`src/rtl/jpeg_dma_seq_pkg.sv`:
```
// jpeg_dma_seq_pkg: shared state type, register map and DMA command constants
package jpeg_dma_seq_pkg;
  typedef enum logic [2:0] {S_IDLE, S_CFG, S_START, S_WAIT, S_HAND, S_NEXT, S_LAST, S_DRAIN} seq_state_t;
  localparam logic [2:0] REG_SRC    = 3'd0;
  localparam logic [2:0] REG_PITCH  = 3'd1;
  localparam logic [2:0] REG_EX     = 3'd2;
  localparam logic [2:0] REG_EY     = 3'd3;
  localparam logic [2:0] REG_CTRL   = 3'd4;
  localparam logic [2:0] REG_STATUS = 3'd5;
  localparam logic [2:0] IDX_CMD    = 3'd4;
  localparam logic [31:0] CMD_START = 32'h1;
  localparam logic [31:0] CMD_NEXT  = 32'h2;
  localparam int DMA_RUN     = 0;
  localparam int DMA_RDY     = 1;
  localparam int CTRL_GO     = 0;
  localparam int CTRL_IRQ_EN = 1;
  localparam int CTRL_ABORT  = 2;
  localparam int ST_DONE     = 1;
  function automatic logic [31:0] dma_adr(input logic [2:0] idx);
    return {27'b0, idx, 2'b00};
  endfunction
endpackage

```
`src/rtl/jpeg_dma_seq_regs.sv`:
```
// jpeg_dma_seq_regs: CPU register file, frame block total and readback mux
module jpeg_dma_seq_regs
  import jpeg_dma_seq_pkg::*;
#(
  parameter int BLK_CNT_W = 17
) (
  input  logic                 clk_i,
  input  logic                 rst_ni,
  input  logic                 cfg_we_i,
  input  logic [2:0]           cfg_adr_i,
  input  logic [31:0]          cfg_dat_i,
  output logic [31:0]          cfg_dat_o,
  input  logic                 busy,
  input  logic                 done,
  input  logic                 err,
  input  logic                 tmo,
  input  logic [BLK_CNT_W-1:0] blocks_done,
  output logic [31:0]          src,
  output logic [11:0]          pitch,
  output logic [7:0]           ex,
  output logic [7:0]           ey,
  output logic                 irq_en,
  output logic                 start,
  output logic                 abort,
  output logic                 clr,
  output logic [BLK_CNT_W-1:0] total
);
  localparam logic [BLK_CNT_W-1:0] ONE = BLK_CNT_W'(1);
  logic wr, ctrl_wr, unused_blk;
  assign wr = cfg_we_i && !busy;
  assign ctrl_wr = cfg_we_i && cfg_adr_i == REG_CTRL;
  assign abort = ctrl_wr && cfg_dat_i[CTRL_ABORT];
  assign start = ctrl_wr && cfg_dat_i[CTRL_GO] && !abort && !busy;
  assign clr = cfg_we_i && cfg_adr_i == REG_STATUS && cfg_dat_i[ST_DONE];
  assign unused_blk = ^blocks_done[BLK_CNT_W-1:16];
  always_ff @(posedge clk_i or negedge rst_ni)
    if (!rst_ni) begin
      src <= '0;
      pitch <= '0;
      ex <= '0;
      ey <= '0;
      irq_en <= 1'b0;
      total <= '0;
    end else begin
      if (wr && cfg_adr_i == REG_SRC) src <= cfg_dat_i;
      if (wr && cfg_adr_i == REG_PITCH) pitch <= cfg_dat_i[11:0];
      if (wr && cfg_adr_i == REG_EX) ex <= cfg_dat_i[7:0];
      if (wr && cfg_adr_i == REG_EY) ey <= cfg_dat_i[7:0];
      if (ctrl_wr) irq_en <= cfg_dat_i[CTRL_IRQ_EN];
      if (start) total <= (BLK_CNT_W'(ex) + ONE) * (BLK_CNT_W'(ey) + ONE);
    end
  always_comb
    cfg_dat_o = cfg_adr_i == REG_SRC    ? src :
                cfg_adr_i == REG_PITCH  ? {20'b0, pitch} :
                cfg_adr_i == REG_EX     ? {24'b0, ex} :
                cfg_adr_i == REG_EY     ? {24'b0, ey} :
                cfg_adr_i == REG_CTRL   ? {30'b0, irq_en, 1'b0} :
                cfg_adr_i == REG_STATUS ? {blocks_done[15:0], 12'b0, tmo, err, done, busy} : '0;
endmodule

```
`src/rtl/jpeg_dma_seq.sv`:
```
// jpeg_dma_seq: autonomous JPEG DMA sequencer with per-frame interrupt
// Define JPEG_DMA_SEQ_TIMEOUT_EN to enable the WAIT_RDY/DRAIN watchdog.
module jpeg_dma_seq
  import jpeg_dma_seq_pkg::*;
#(
  parameter int BLK_CNT_W = 17,
  parameter int SETTLE    = 2,
  parameter int TIMEOUT   = 4096
) (
  input  logic        clk_i,
  input  logic        rst_ni,
  input  logic        cfg_we_i,
  input  logic [2:0]  cfg_adr_i,
  input  logic [31:0] cfg_dat_i,
  output logic [31:0] cfg_dat_o,
  output logic        dmaen_o,
  output logic        dma_we_o,
  output logic [31:0] dma_adr_o,
  output logic [31:0] dma_dat_o,
  input  logic [31:0] dma_status_i,
  output logic        blk_valid_o,
  input  logic        blk_done_i,
  output logic        irq_o
);
`ifdef JPEG_DMA_SEQ_TIMEOUT_EN
  localparam logic TMO_EN = 1'b1;
`else
  localparam logic TMO_EN = 1'b0;
`endif
  localparam int CW = $clog2(TIMEOUT + SETTLE + 8);
  localparam logic [BLK_CNT_W-1:0] ONE = BLK_CNT_W'(1);
  seq_state_t state_q, nxt;
  logic [CW-1:0] cnt_q, cnt_d;
  logic [BLK_CNT_W-1:0] blk_q, total;
  logic [31:0] src, dat_d;
  logic [11:0] pitch;
  logic [7:0] ex, ey;
  logic [2:0] idx_d;
  logic irq_en, start, abort, clr, done_q, err_q, tmo_q;
  logic busy, settled, tmo_hit, kill, cnt_run, we_d, unused_status;
  jpeg_dma_seq_regs #(.BLK_CNT_W(BLK_CNT_W)) u_regs (
    .clk_i(clk_i), .rst_ni(rst_ni), .cfg_we_i(cfg_we_i), .cfg_adr_i(cfg_adr_i),
    .cfg_dat_i(cfg_dat_i), .cfg_dat_o(cfg_dat_o), .busy(busy), .done(done_q),
    .err(err_q), .tmo(tmo_q), .blocks_done(blk_q), .src(src), .pitch(pitch),
    .ex(ex), .ey(ey), .irq_en(irq_en), .start(start), .abort(abort), .clr(clr),
    .total(total)
  );
  assign unused_status = ^dma_status_i[31:2];
  assign busy = state_q != S_IDLE;
  assign settled = cnt_q >= CW'(SETTLE);
  assign tmo_hit = TMO_EN && (state_q == S_WAIT || state_q == S_DRAIN) && cnt_q == CW'(TIMEOUT - 1);
  assign kill = (busy && abort) || tmo_hit;
  always_comb begin
    nxt = state_q;
    case (state_q)
      S_IDLE:  nxt = start ? S_CFG : S_IDLE;
      S_CFG:   nxt = cnt_q == CW'(3) ? S_START : S_CFG;
      S_START: nxt = S_WAIT;
      S_NEXT:  nxt = S_WAIT;
      S_WAIT:  nxt = settled && dma_status_i[DMA_RDY] ? S_HAND : S_WAIT;
      S_HAND:  nxt = !blk_done_i ? S_HAND : blk_q + ONE == total ? S_LAST : S_NEXT;
      S_LAST:  nxt = S_DRAIN;
      S_DRAIN: nxt = settled && !dma_status_i[DMA_RUN] ? S_IDLE : S_DRAIN;
      default: nxt = S_IDLE;
    endcase
    if (kill) nxt = S_IDLE;
  end
  // One counter serves CFG word index, settle window and watchdog; it restarts on every state change.
  assign cnt_run = state_q == S_CFG || TMO_EN || cnt_q < CW'(SETTLE);
  assign cnt_d = nxt != state_q ? '0 : cnt_run ? cnt_q + CW'(1) : cnt_q;
  assign we_d = nxt inside {S_CFG, S_START, S_NEXT, S_LAST};
  assign idx_d = nxt == S_CFG ? cnt_d[2:0] : IDX_CMD;
  assign dat_d = !we_d ? '0 : nxt == S_START ? CMD_START : nxt != S_CFG ? CMD_NEXT :
                 idx_d == REG_SRC ? src : idx_d == REG_PITCH ? {20'b0, pitch} :
                 idx_d == REG_EX ? {24'b0, ex} : {24'b0, ey};
  always_ff @(posedge clk_i or negedge rst_ni)
    if (!rst_ni) begin
      state_q <= S_IDLE;
      cnt_q <= '0;
      dmaen_o <= 1'b0;
      dma_we_o <= 1'b0;
      dma_adr_o <= '0;
      dma_dat_o <= '0;
      blk_valid_o <= 1'b0;
    end else begin
      state_q <= nxt;
      cnt_q <= cnt_d;
      dmaen_o <= we_d;
      dma_we_o <= we_d;
      dma_adr_o <= we_d ? dma_adr(idx_d) : '0;
      dma_dat_o <= dat_d;
      blk_valid_o <= nxt == S_HAND;
    end
  always_ff @(posedge clk_i or negedge rst_ni)
    if (!rst_ni) begin
      blk_q <= '0;
      done_q <= 1'b0;
      err_q <= 1'b0;
      tmo_q <= 1'b0;
      irq_o <= 1'b0;
    end else begin
      if (clr) begin
        done_q <= 1'b0;
        err_q <= 1'b0;
        tmo_q <= 1'b0;
        irq_o <= 1'b0;
      end
      if (start) begin
        done_q <= 1'b0;
        blk_q <= '0;
      end
      if (state_q == S_HAND && blk_done_i && !kill && blk_q != total) blk_q <= blk_q + ONE;
      if (state_q == S_DRAIN && nxt == S_IDLE && !kill) begin
        done_q <= 1'b1;
        if (irq_en) irq_o <= 1'b1;
      end
      if (kill) begin
        err_q <= 1'b1;
        if (tmo_hit) tmo_q <= 1'b1;
        if (irq_en) irq_o <= 1'b1;
      end
    end
endmodule
```
`config.mk`:
```
export PLATFORM = sky130hd
export DESIGN_NAME = jpeg_dma_seq
export DESIGN_NICKNAME = d
export VERILOG_FILES = /design/src/rtl/jpeg_dma_seq_pkg.sv /design/src/rtl/jpeg_dma_seq_regs.sv /design/src/rtl/jpeg_dma_seq.sv
export SDC_FILE = /design/constraint.sdc
export NUM_CORES = 1
export LEC_CHECK = 0
export BUFFER_PORTS_ARGS = -buffer_cell sky130_fd_sc_hd__buf_2
export CAP_MARGIN = 20
export CORE_ASPECT_RATIO = 0.8
export CORE_MARGIN = 4
export CORE_UTILIZATION = 40
export DETAILED_ROUTE_END_ITERATION = 8
export SYNTH_ARGS = -nofsm -noshare
export SYNTH_HDL_FRONTEND = slang
export SYNTH_HIERARCHICAL = 1
export SYNTH_SLANG_ARGS = --single-unit
export TNS_END_PERCENT = 5
```
`constraint.sdc`:
```
create_clock -name clk_i -period 4.6 [get_ports clk_i]
set_input_delay 0 -clock clk_i [delete_from_list [all_inputs] [get_ports clk_i]]
set_output_delay 0 -clock clk_i [all_outputs]
set_load 0.01 [all_outputs]
```
# Word-level counts from Yosys, hierarchy flattened
# Cells that the tools add are included.
[word_totals] ff_bits=153 latch_bits=0 ramBits=0 romBits=0 in_bits=71 output_inout_bits=100 word_cells=119 n_memories=0
[op_classes] n_addsub=4 mul=1 n_div=0 magnitude_cmp=2 n_eq_ne=24 n_shift=0 mux=35 bitwise=0 n_reduce_logical=36
[op_table] cell="$mux 32" count=10
[op_table] cell="$mux 17" count=2
[op_table] cell="$eq 3x3->1 const B" count=9
[op_table] cell="$mux 13" count=2
[op_table] cell="$pmux 3 s7" count=1
[op_table] cell="$logic_and 1x1->1" count=20
[op_table] cell="$add 8x1->9 const B" count=2
[op_table] cell="$eq 3x2->1 const B" count=6
[op_table] cell="$add 17x1->17 const B" count=1
[op_table] cell="$eq 17x17->1" count=1
[op_table] cell="$mul 17x17->17" count=1
[op_table] cell="$ne 17x17->1" count=1
[op_table] cell="$add 13x1->13 const B" count=1
[op_table] cell="$eq 13x2->1 const B" count=1
[op_table] cell="$ge 13x2->1 const B" count=1
[op_table] cell="$lt 13x2->1 const B" count=1
[op_table] cell="$eq 3x1->1 const B" count=4
[op_table] cell="$logic_not 3->1" count=4
[op_table] cell="$mux 12" count=1
[op_table] cell="$mux 3" count=4
[op_table] cell="$mux 1" count=10
[op_table] cell="$mux 8" count=1
[op_table] cell="$mux 2" count=3
[op_table] cell="$reduce_bool 2->1" count=3
[op_table] cell="8 further kinds" count=12

# Logic depth before layout (Yosys ltp)
# Gate-level depths: netlist of the first run.
[depth] ltp_word=19 depth_mapped=19 ltp_nobuf=19

# Hierarchy
# Netlist of the first run, hierarchy kept.
[by_module_without_submodules] module="jpeg_dma_seq_regs" instances=1 cells_per_inst=628 area_per_inst_um2=6414.9 seq_area_each_um2=1951.9
[by_module_without_submodules] module="jpeg_dma_seq" instances=1 cells_per_inst=553 area_per_inst_um2=5003.5 seq_area_each_um2=1826.8

# Least setup slack after synthesis of the first run
# No wires, ideal clock.
[synth_timing] path_type="register to register" start="register u_regs.ex[0]" end="register u_regs.total[16]" setup_time_ns=0.080 arrival_ns=4.725 required_ns=4.520 slack_ns=-0.205 path_stages_with_launch=17 n_path_buf=0 synth_period_minus_slack_ns=4.805 cell_sequence="dfrtp_1 ha_1 nand3_1 xnor2_1 nand2_1 fa_1 inv_1 fa_1 fa_1 inv_1 fa_1 inv_1 ha_1 o2111ai_1 a211o_1 a311o_1 o211ai_2"
[synth_between] elab_chain_len=2
[synth_rtl] item="start: declaration" line_no="jpeg_dma_seq_regs.sv:20" text="output logic [7:0] ex,"
[synth_rtl] item="start signal: assignment" line_no="jpeg_dma_seq_regs.sv:47" text="if (wr && cfg_adr_i == REG_EX) ex <= cfg_dat_i[7:0];"
[synth_rtl] item="$add 8x1->9" line_no="jpeg_dma_seq_regs.sv:50" text="if (start) total <= (BLK_CNT_W'(ex) + ONE) * (BLK_CNT_W'(ey) + ONE);"
[synth_rtl] item="$mul 17x17->17" line_no="jpeg_dma_seq_regs.sv:50"
[synth_rtl] item="end signal: assignment" line_no="jpeg_dma_seq_regs.sv:50"
[synth_rtl] item="end: declaration" line_no="jpeg_dma_seq_regs.sv:26" text="output logic [BLK_CNT_W-1:0] total"
# Every way passes these cells.
# A chain may end at the register's enable or synchronous reset.

# Final worst setup path of the first run
[layout_timing] start="register u_regs.ex[1]" end="register u_regs.total[16]"
# The elaborated chain is that of the path after synthesis.

==> impl_metrics.json, run 1 <==
{
  "layout_min_cycle_time_ps": 4600,
  "diode_count": 0,
  "synthCells": 1181,
  "worst_ep_arrival_time_ps": 4950,
  "tightest_slew_ps": 918,
  "worst_setup_path_start_kind": "register",
  "hold_path_startpoint": "cfg_we_i",
  "layout-area-overhead-vs-synth_pct": 23.3,
  "first_global_vias": 9223,
  "start_util_pct": 40.5,
  "setup_viol": 1,
  "relSlewSlack_pct": 38.6,
  "route.final.wire_length_um": 29300,
  "timing.hold.worst_endpoint": "u_regs/irq_en",
  "global_routing_met3_resource_utilization_pct": 3.17,
  "cts_tree": "done",
  "grt_pass1_wl_um": 49200,
  "synth.lib_cells_used.distinct": 92,
  "setup.reg_to_reg.worst_slack_ps": -0.7,
  "detail_route.vias_per_cell": 5.28,
  "rr_worst_depth": 19,
  "total_count_of_max_transition_violations_in_the_final_report": 0,
  "violated_checks": "setup timing",
  "detailroute.via_count": 9304,
  "fmax_mhz": 217,
  "clock-skew-final_ps": 17.5,
  "clock_path_buffers": 2,
  "yosys.area.top_type": "dfrtp_1",
  "detail_route.first_pass.iterations": 5,
  "fin_cells": 1762,
  "worst_slack_ps": -0.676,
  "synth_enable_flop_cells": 0,
  "grt.overflow.total": 0,
  "critical_path.slowest_cell": "fa_1",
  "hold_viol_final": 0,
  "hold_path_class": "primary input to register",
  "clock_tree.htree_level_count": 4,
  "cp-end-kind": "register",
  "dr.first_iter.drc_count": 554,
  "port_buffers": 111,
  "drc_errors": 0,
  "cts.root.buffer_cell": "clkbuf_16",
  "post_drt_wl_per_cell_um": 16.7,
  "postSynth.topFlopCell": "dfrtp_1",
  "coreArea_mm2": 0.0282,
  "run_status": "complete, but fails checks",
  "grt_usage_pct": 19.1,
  "setup_repair_after_global_routing_missed_its_margin": "true",
  "series_of_cell_instances_along_the_critical_path": "ha_4 > buf_4 > xor2_1 > nand2_1 > fa_1 > inv_1 > ha_1 > ha_1 > inv_1 > fa_1 > inv_1 > ha_2 > inv_1 > fa_2 > and2b_2 > o2111ai_4 > a211o_1 > a311o_1 > o211ai_2",
  "grt_antenna_before_repair": 0,
  "max_cap_viol_count": 0,
  "grt_start_max_net_pins": 63,
  "postSynthRegisterBits": 151,
  "data_required_critical_path_ps": 4950,
  "synth.cell_area_mm2": 0.0114,
  "fp.dieH_um": 159,
  "cts_sinks": 151,
  "detail-route-antenna-nets": 0,
  "async_reset_ff_share_pct": 100,
  "boundaryPins": 171,
  "worst-setup-path-type": "register to register",
  "fin_nets": 1540,
  "hold_path_depth": 3,
  "placed_instance_count": 1685,
  "yosys_warnings": 6,
  "globalRoute.busiestLayer": "met2",
  "clk-insertion-delay-late_ps": 430,
  "fillCellCount": 2644,
  "drive_gt1_share_pct": 26.5,
  "worst_r2r_startpoint": "u_regs/ex[1]",
  "clkTransAtPathRegs_ps": 60,
  "fraction_of_the_yosys_area_taken_by_sequential_cells_pct": 33.1,
  "critical-path-max-stage-delay_ps": 540,
  "num_rows": 55,
  "global_routing_met1_resource_utilization_pct": 28.8,
  "yosysTopAreaCellShare_pct": 33.1,
  "path_common_cell": "inv_1",
  "floorplan.die_area_mm2": 0.0313,
  "finalWeightedCongestion": 0.938,
  "chipWidth_um": 197,
  "cts_buffers": 17,
  "dpl.hpwl_um": 21600,
  "synth_area_per_cell_um2": 9.67,
  "crit_path_max_fanout": 4,
  "timing.final.crit_share_pct": 100,
  "synthTopCellsByArea": "dfrtp_1, fa_1, ha_1",
  "grt.met2_usage_pct": 29.1,
  "r2r-end": "u_regs/total[16]"
}
-- worst max-delay path by stage --
stage | from | endpoint | depth (start not counted) | slack (ps)
floorplan | u_regs/ex[2] | u_regs/total[13] | 18 | -0.6
global placement | u_regs/ey[0] | u_regs/total[16] | 17 | -80
detailed placement | u_regs/ex[1] | u_regs/total[13] | 17 | -130
CTS | u_regs/ex[0] | u_regs/total[13] | 17 | -2
global route | u_regs/ex[1] | u_regs/total[15] | 18 | -200
finish | u_regs/ex[1] | u_regs/total[16] | 19 | -0.7
-- layer usage --
metal  vias up  routed length (um)
met5         -                   0
li1       4443                   -
met3        25                1490
met2       225               13400
met1      4611               14200
met4         0                 269
-- metrics by stage --
stage	setup TNS, ps	util, %	instance area [um^2]	hold slack (ps)	worst slack (ps)
finish	-0.676	49.9	14100	34.6	-0.676
global placement	-147	45.3	12800	-48.4	-77.2
detailed placement	-348	45.3	12800	-49.1	-128
global route	-1170	49.9	14100	45.4	-202
CTS	-2.21	49.3	13900	14.4	-2.21
floorplan	-0.577	-	11600	-296	-0.577
-- critical path, delay by kind of cell (launching register included) --
kind	cells	cell delay, ps
adders and majority gates	7	2280
AOI/OAI and AO/OA	4	830
DFF	1	440
and+or+nand+nor	2	370
buffers and inverters	5	360
xor gates and xnor gates	1	220
-- cell usage after synthesis, types with 6 or more instances --
master,count
dfrtp_1,151
nand2_1,105
inv_1,94
nor2_1,62
fa_1,49
nor2b_1,47
xnor2_1,44
and2_1,43
ha_1,41
buf_4,37
o21ai_0,36
mux2_2,34
mux2_1,32
a22o_1,30
clkbuf_1,26
nand2b_1,24
nor3_1,23
xor2_1,21
nand3_1,20
a21oi_1,19
buf_2,19
a31oi_1,18
nand4_1,18
o211ai_1,18
mux2i_1,14
and3_1,11
nor4_1,9
a21o_1,8
or2_2,7
or3_1,7
o311ai_1,6
-- layout by cell type (no fill, tap or decap), types with 18 or more instances in the layout --
cell           count
nor3_1            21
buf_2            110
xnor2_1           39
inv_1             92
o211ai_1          18
nand4_1           18
a22o_1            30
mux2_1            32
and2_1            43
nor2b_1           47
conb_1            30
nand2b_1          24
nor2_1            57
buf_4             87
o21ai_0           32
nand2_1          102
dlygate4sd3_1     33
mux2_2            34
a31oi_1           18
dfrtp_1          145
fa_1              46
ha_1              30
-- flip-flops by register name, indices dropped and copies added, names as in the netlist --
signal         cells
u_regs/ey          8
u_regs/total      17
dma_we_o           1
irq_o              1
done_q             1
u_regs/irq_en      1
u_regs/pitch      12
blk_q             17
dma_adr_o          3
err_q              1
u_regs/ex          8
dma_dat_o         32
cnt_q             13
blk_valid_o        1
state_q            3
u_regs/src        32
-- cells by family after synthesis --
group,Yosys count,synth area share [%]
muxes,84,8.53
AOI/OAI and AO/OA,191,12.2
adders and majority gates,90,13.1
DFF,151,33.1
and+or+nand+nor,418,20.4
xor gates and xnor gates,66,5.13
buffers and inverters,180,7.48
other,1,0.0328
-- final cells by class --
class | instances | area [um^2] | area share [%]
well taps | 370 | 463 | 3.29
clock buffers | 20 | 447 | 3.17
inverters | 94 | 353 | 2.51
clock inverters | 12 | 140 | 0.995
flip-flops and latches | 151 | 3790 | 26.9
multi-input cells | 879 | 7290 | 51.8
repair buffers | 236 | 1600 | 11.4
-- timing repair --
action | in CTS | in global routing
pin swaps | 29 | 29
gates cloned | 0 | 0
gates resized for setup | 33 | 26
hold endpoints to repair | 104 | 0
setup buffers | 6 | 6
hold buffers | 33 | 0
setup endpoints to repair | 7 | 8
Power of run 1 is left out: the tool's default activity adds up to more than one toggle a clock period on the data nets, which glitch-free logic cannot reach.
==> inputs of run 2 (changes only) <==
--- a/config.mk
+++ b/config.mk
@@ -13,6 +13,5 @@
 export DETAILED_ROUTE_END_ITERATION = 8
 export SYNTH_ARGS = -nofsm -noshare
 export SYNTH_HDL_FRONTEND = slang
-export SYNTH_HIERARCHICAL = 1
 export SYNTH_SLANG_ARGS = --single-unit
 export TNS_END_PERCENT = 5
==> impl_metrics.json, run 2 <==
{
  "synthTopCellsByArea": "dfrtp_1, fa_1, mux2_2",
  "port_buffers": 111,
  "timing.final.crit_share_pct": 106,
  "detailroute.via_count": 8338,
  "placed_instance_count": 1566,
  "layout_min_cycle_time_ps": 4860,
  "tightest_slew_ps": 1000,
  "async_reset_ff_share_pct": 100,
  "clock_tree.htree_level_count": 4,
  "critPathBufInv": 4,
  "relSlewSlack_pct": 33.2,
  "cts_buffers": 17,
  "boundaryPins": 171,
  "layout-area-overhead-vs-synth_pct": 25.3,
  "most_frequent_standard_cell_in_the_layout_excluding_fill_and_tap_cells": "dfrtp_1",
  "cts.root.buffer_cell": "clkbuf_16",
  "synth_area_per_cell_um2": 9.82,
  "leakage_nw": 6.52,
  "yosys.area.top_type": "dfrtp_1",
  "rr_worst_depth": 19,
  "power_per_cell_area_mw_per_mm2": 515,
  "yosys_warnings": 0,
  "worst-setup-path-type": "register to register",
  "worst_path_dominant_cell_family": "adder cells",
  "r2r-end": "u_regs.total[16]",
  "first_global_vias": 8366,
  "coreArea_mm2": 0.0256,
  "largestRegisters": "dma_dat_o x32, u_regs.src x32",
  "synth.cell_area_mm2": 0.0106,
  "grt_pass1_wl_um": 45700,
  "worst_setup_path_start_kind": "register",
  "postSynthRegisterBits": 151,
  "grt_start_max_net_pins": 86,
  "start_util_pct": 41.2,
  "grt.overflow.total": 0,
  "path_common_cell": "fa_1",
  "drc_errors": 0,
  "diode_count": 0,
  "setup_viol": 5,
  "dpl.hpwl_um": 20600,
  "series_of_cell_instances_along_the_critical_path": "ha_4 > buf_4 > xor2_1 > buf_4 > buf_4 > nand2_1 > fa_1 > fa_1 > inv_1 > fa_1 > fa_1 > ha_4 > a21boi_4 > o21ai_2 > a21oi_2 > o2111a_1 > nor3_2 > or4_1 > nand3_1",
  "chipWidth_um": 190,
  "hold_path_depth": 4,
  "clock_path_buffers": 2,
  "detail-route-antenna-nets": 0,
  "synth_commonest_cells": "dfrtp_1, nand2_1, inv_1",
  "cts_sinks": 151,
  "synth_enable_flop_cells": 0,
  "worst_r2r_startpoint": "u_regs.ex[1]",
  "cp-end-kind": "register",
  "worst_ep_arrival_time_ps": 5230,
  "dp_slack_ps": -382,
  "detail_route.vias_per_cell": 5.08,
  "finalWeightedCongestion": 0.888,
  "fin_nets": 1438,
  "ir_worst_vdd_uv": 278,
  "hold_path_startpoint": "cfg_we_i",
  "detail_route.first_pass.iterations": 5,
  "drive_gt1_share_pct": 29.2,
  "total_count_of_max_transition_violations_in_the_final_report": 0,
  "clk-insertion-delay-late_ps": 430,
  "total_chip_power_mw": 6.82,
  "yosysTopAreaCellShare_pct": 35.8,
  "placedInstanceArea_mm2": 0.0121,
  "floorplan.die_area_mm2": 0.0291,
  "hold_path_class": "primary input to register",
  "worst_slack_ps": -256,
  "postSynth.topFlopCell": "dfrtp_1",
  "run_status": "complete, but fails checks",
  "crit_path_max_fanout": 4,
  "leading_cell_type_by_number_of_instances_after_synthesis": "dfrtp_1",
  "layout.cells.most_common_list": "dfrtp_1, nand2_1, buf_2",
  "hold_viol_final": 0,
  "violated_checks": "setup timing",
  "data_required_critical_path_ps": 4970,
  "post_drt_wl_per_cell_um": 16.8,
  "num_rows": 52,
  "fraction_of_the_yosys_area_taken_by_sequential_cells_pct": 35.8,
  "fin_cells": 1641,
  "critical_path.slowest_cell": "fa_1",
  "critical-path-max-stage-delay_ps": 550,
  "grt_usage_pct": 19.3,
  "setup.reg_to_reg.worst_slack_ps": -260,
  "clock-skew-final_ps": 7.56,
  "cts_tree": "done",
  "clkTransAtPathRegs_ps": 70,
  "route.final.wire_length_um": 27500,
  "finish.instance_area_mm2": 0.0132,
  "dr.first_iter.drc_count": 567,
  "fmax_mhz": 206,
  "grt_antenna_before_repair": 0,
  "synthCells": 1076,
  "synth.lib_cells_used.distinct": 76,
  "max_cap_viol_count": 0,
  "timing.hold.worst_endpoint": "err_q",
  "setup_total_negative_slack_ps": -626,
  "setup_repair_after_global_routing_missed_its_margin": "true",
  "fp.dieH_um": 153
}
-- run 2: worst register-to-register path, cell delays in order, from the launching register on --
cell and delay [ps]:
dfrtp_2 450, ha_4 180, buf_4 140, xor2_1 130
buf_4 150, buf_4 130, nand2_1 80, fa_1 450
fa_1 530, inv_1 60, fa_1 560, fa_1 460
ha_4 300, a21boi_4 180, o21ai_2 80, a21oi_2 140
o2111a_1 270, nor3_2 50, or4_1 390, nand3_1 70
-- run 2: how the worst max path moves through the flow --
stage | from | end | slack [ps] | depth (start not counted)
floorplan | u_regs.ex[0] | u_regs.total[15] | -150 | 22
global placement | u_regs.ex[0] | u_regs.total[16] | -290 | 21
detailed placement | u_regs.ex[0] | u_regs.total[16] | -380 | 21
CTS | u_regs.ex[0] | u_regs.total[16] | -210 | 19
global route | u_regs.ex[1] | u_regs.total[16] | -450 | 19
finish | u_regs.ex[1] | u_regs.total[16] | -260 | 19
-- run 2: logic make-up after synthesis --
family / synth area share (%)
adder cells (fa/ha/maj): 14.1
AO/OA/AOI/OAI: 9.50
XOR/XNOR: 5.30
buffers and inverters: 6.86
AND/OR/NAND/NOR: 18.9
flip-flops: 35.8
other: 0.0355
multiplexers: 9.56
-- run 2: what timing repair did --
item	CTS	global route
pin swaps	25	17
endpoints found under the hold margin	140	0
resized for setup	18	16
hold buffers	32	0
cloned	0	0
setup endpoints to repair	6	7
setup buffers	11	0
-- run 2: layout make-up --
class                      count  area, um^2
fill                        2393       12400
inverter                      77         289
multi-input combinational    796        6540
clock buffer                  20         447
tap                          351         439
timing repair buffer         234        1580
clock inverter                12         166
sequential                   151        3790
-- run 2: stage by stage --
| stage | hold WS (ps) | utilization (%) |
|---|---|---|
| after floorplan | -296 | - |
| after global placement | 123 | 47.2 |
| after detailed placement | 128 | 47.2 |
| after CTS | 0.597 | 51.4 |
| after global routing | 34.4 | 51.7 |
| final | 21.7 | 51.7 |
-- run 2: per-layer routing --
| layer | routed length, um | track usage (%) | up-vias |
|---|---|---|---|
| li1 | - | - | 4014 |
| met1 | 13400 | 28.9 | 4061 |
| met2 | 12300 | 29.4 | 240 |
| met3 | 1530 | 3.90 | 23 |
| met4 | 262 | 3.58 | 0 |
| met5 | 0 | 0 | - |
-- run 2: where the power goes --
group	internal [mW]	switching [mW]	total, mW
registers	1.69	0.367	2.06
logic	1.55	1.74	3.29
clock network	0.877	0.593	1.47
No activity file was read; power rests on OpenSTA's default activity.
==> inputs of run 3 (changes only) <==
--- a/config.mk
+++ b/config.mk
@@ -10,6 +10,7 @@
 export CORE_ASPECT_RATIO = 0.8
 export CORE_MARGIN = 4
 export CORE_UTILIZATION = 40
+export CTS_CLUSTER_SIZE = 16
 export DETAILED_ROUTE_END_ITERATION = 8
 export SYNTH_ARGS = -nofsm -noshare
 export SYNTH_HDL_FRONTEND = slang
==> constraint.sdc (replaced) <==
create_clock -name clk_i -period 4.25 [get_ports clk_i]
set_input_delay 0 -clock clk_i [delete_from_list [all_inputs] [get_ports clk_i]]
set_output_delay 0 -clock clk_i [all_outputs]
set_load 0.01 [all_outputs]
==> impl_metrics.json, run 3 (synthesis gave the netlist of run 2 again) <==
{
  "setup_total_negative_slack_ps": -2630,
  "clock_tree.htree_level_count": 4,
  "setup_viol": 7,
  "cp-end-kind": "register",
  "coreArea_mm2": 0.0256,
  "worst_ep_arrival_time_ps": 5110,
  "worst_slack_ps": -554,
  "detail_route.vias_per_cell": 5.09,
  "violated_checks": "setup timing",
  "grt.overflow.total": 0,
  "setup.reg_to_reg.worst_slack_ps": -550,
  "drc_errors": 0,
  "cts_sinks": 151,
  "grt_usage_pct": 19.5,
  "total_chip_power_mw": 7.51,
  "worst-setup-path-type": "register to register",
  "hold_path_startpoint": "dma_status_i[0]",
  "fillCellCount": 2347,
  "fin_cells": 1672,
  "port_buffers": 111,
  "leakage_nw": 6.70,
  "hold_path_class": "primary input to register",
  "run_status": "complete, but fails checks",
  "cts_buffers": 17,
  "boundaryPins": 171,
  "power_per_cell_area_mw_per_mm2": 557,
  "relSlewSlack_pct": 35.6,
  "diode_count": 0,
  "finish.instance_area_mm2": 0.0135,
  "placedInstanceArea_mm2": 0.0122,
  "max_cap_viol_count": 0,
  "worst_r2r_startpoint": "u_regs.ey[3]",
  "layout.cells.most_common_list": "dfrtp_1, nand2_1, buf_4",
  "r2r-end": "u_regs.total[14]",
  "most_frequent_standard_cell_in_the_layout_excluding_fill_and_tap_cells": "dfrtp_1",
  "layout-area-overhead-vs-synth_pct": 27.7,
  "total_count_of_max_transition_violations_in_the_final_report": 0,
  "hold_viol_final": 0,
  "data_required_critical_path_ps": 4560,
  "cts.root.buffer_cell": "clkbuf_16",
  "area_taken_by_multi_input_logic_gates_mm2": 0.00659,
  "layout_min_cycle_time_ps": 4800,
  "num_rows": 52,
  "placed_instance_count": 1581,
  "finalWeightedCongestion": 0.873,
  "start_util_pct": 41.2,
  "fp.dieH_um": 153,
  "clock-skew-final_ps": 11.1,
  "timing.final.crit_share_pct": 113,
  "rr_worst_depth": 19,
  "timing.hold.worst_endpoint": "done_q",
  "detailroute.via_count": 8518,
  "route.final.wire_length_um": 28100,
  "drive_gt1_share_pct": 31.3,
  "floorplan.die_area_mm2": 0.0291,
  "clk-insertion-delay-late_ps": 430,
  "worst_setup_path_start_kind": "register",
  "hold_path_depth": 3,
  "grt_start_max_net_pins": 80,
  "tightest_slew_ps": 967,
  "setup_repair_after_global_routing_missed_its_margin": "true",
  "grt_antenna_before_repair": 0,
  "final-seq-area_mm2": 0.00378,
  "detail-route-antenna-nets": 0,
  "ir_worst_vdd_uv": 407,
  "clkTransAtPathRegs_ps": 70,
  "grt_pass1_wl_um": 45800,
  "finalHoldWorstSlack_ps": 42.1,
  "detail_route.first_pass.iterations": 6,
  "fmax_mhz": 208,
  "clock_path_buffers": 2,
  "chipWidth_um": 190,
  "largestRegisters": "dma_dat_o x32, u_regs.src x32",
  "dpl.hpwl_um": 21000,
  "fin_nets": 1469,
  "dr.first_iter.drc_count": 560,
  "cts_tree": "done",
  "crit_path_max_fanout": 4,
  "post_drt_wl_per_cell_um": 16.8,
  "first_global_vias": 8673
}
-- run 3: stage by stage --
stage | util, % | setup WS, ps
global placement | 47.7 | -573
detailed placement | 47.7 | -674
floorplan | - | -503
finish | 52.6 | -554
CTS | 52.5 | -541
global route | 52.6 | -822
-- run 3: repair_timing --
item / 4_1_cts / 5_1_grt
buffers inserted: 23 / 4
hold buffers: 32 / 0
gates resized for setup: 38 / 4
pin swaps: 42 / 9
hold endpoints to repair: 134 / 0
endpoints found under the setup margin: 8 / 9
-- run 3: cell type report --
cell class	count	share of cell area (%)
well taps	351	3.26
clock inverters	14	1.03
inverters	77	2.14
repair buffers	265	13.5
flip-flops and latches	151	28.1
clock buffers	18	3.18
multi-input cells	796	48.8
-- run 3: worst max-delay path by stage --
stage | startpoint | to | slack, ps | cells past startpoint
5_1_grt | u_regs.ex[2] | u_regs.total[16] | -820 | 22
3_5_place_dp | u_regs.ey[1] | u_regs.total[14] | -670 | 17
4_1_cts | u_regs.ex[2] | u_regs.total[14] | -540 | 20
6_report | u_regs.ey[3] | u_regs.total[14] | -550 | 19
2_1_floorplan | u_regs.ex[0] | u_regs.total[15] | -500 | 22
3_3_place_gp | u_regs.ex[0] | u_regs.total[16] | -570 | 22
-- run 3: critical path: stages, from the launching register on --
cell	delay, ps
dfrtp_2	410
nand3_4	100
nor2_4	150
and3_4	230
xor2_4	200
nand2_2	80
fa_1	520
fa_1	540
inv_1	60
fa_1	550
fa_1	450
ha_4	240
a21boi_4	140
o21ai_2	150
a21oi_2	80
o2111a_1	250
buf_4	140
nor3_4	170
xor2_1	160
o21ai_1	70
-- run 3: power by group --
group	internal [mW]	switching, mW
clock network	0.823	0.656
registers	1.83	0.390
logic	1.81	2.00
-- run 3: per-layer routing --
layer  GRT usage, %  up-vias  share of wire (%)
li1               -     4070                  -
met1           28.3     4180                 48
met2           30.7      231                 46
met3           3.44       37                4.6
met4           4.17        0                1.4
met5              0        -                  0
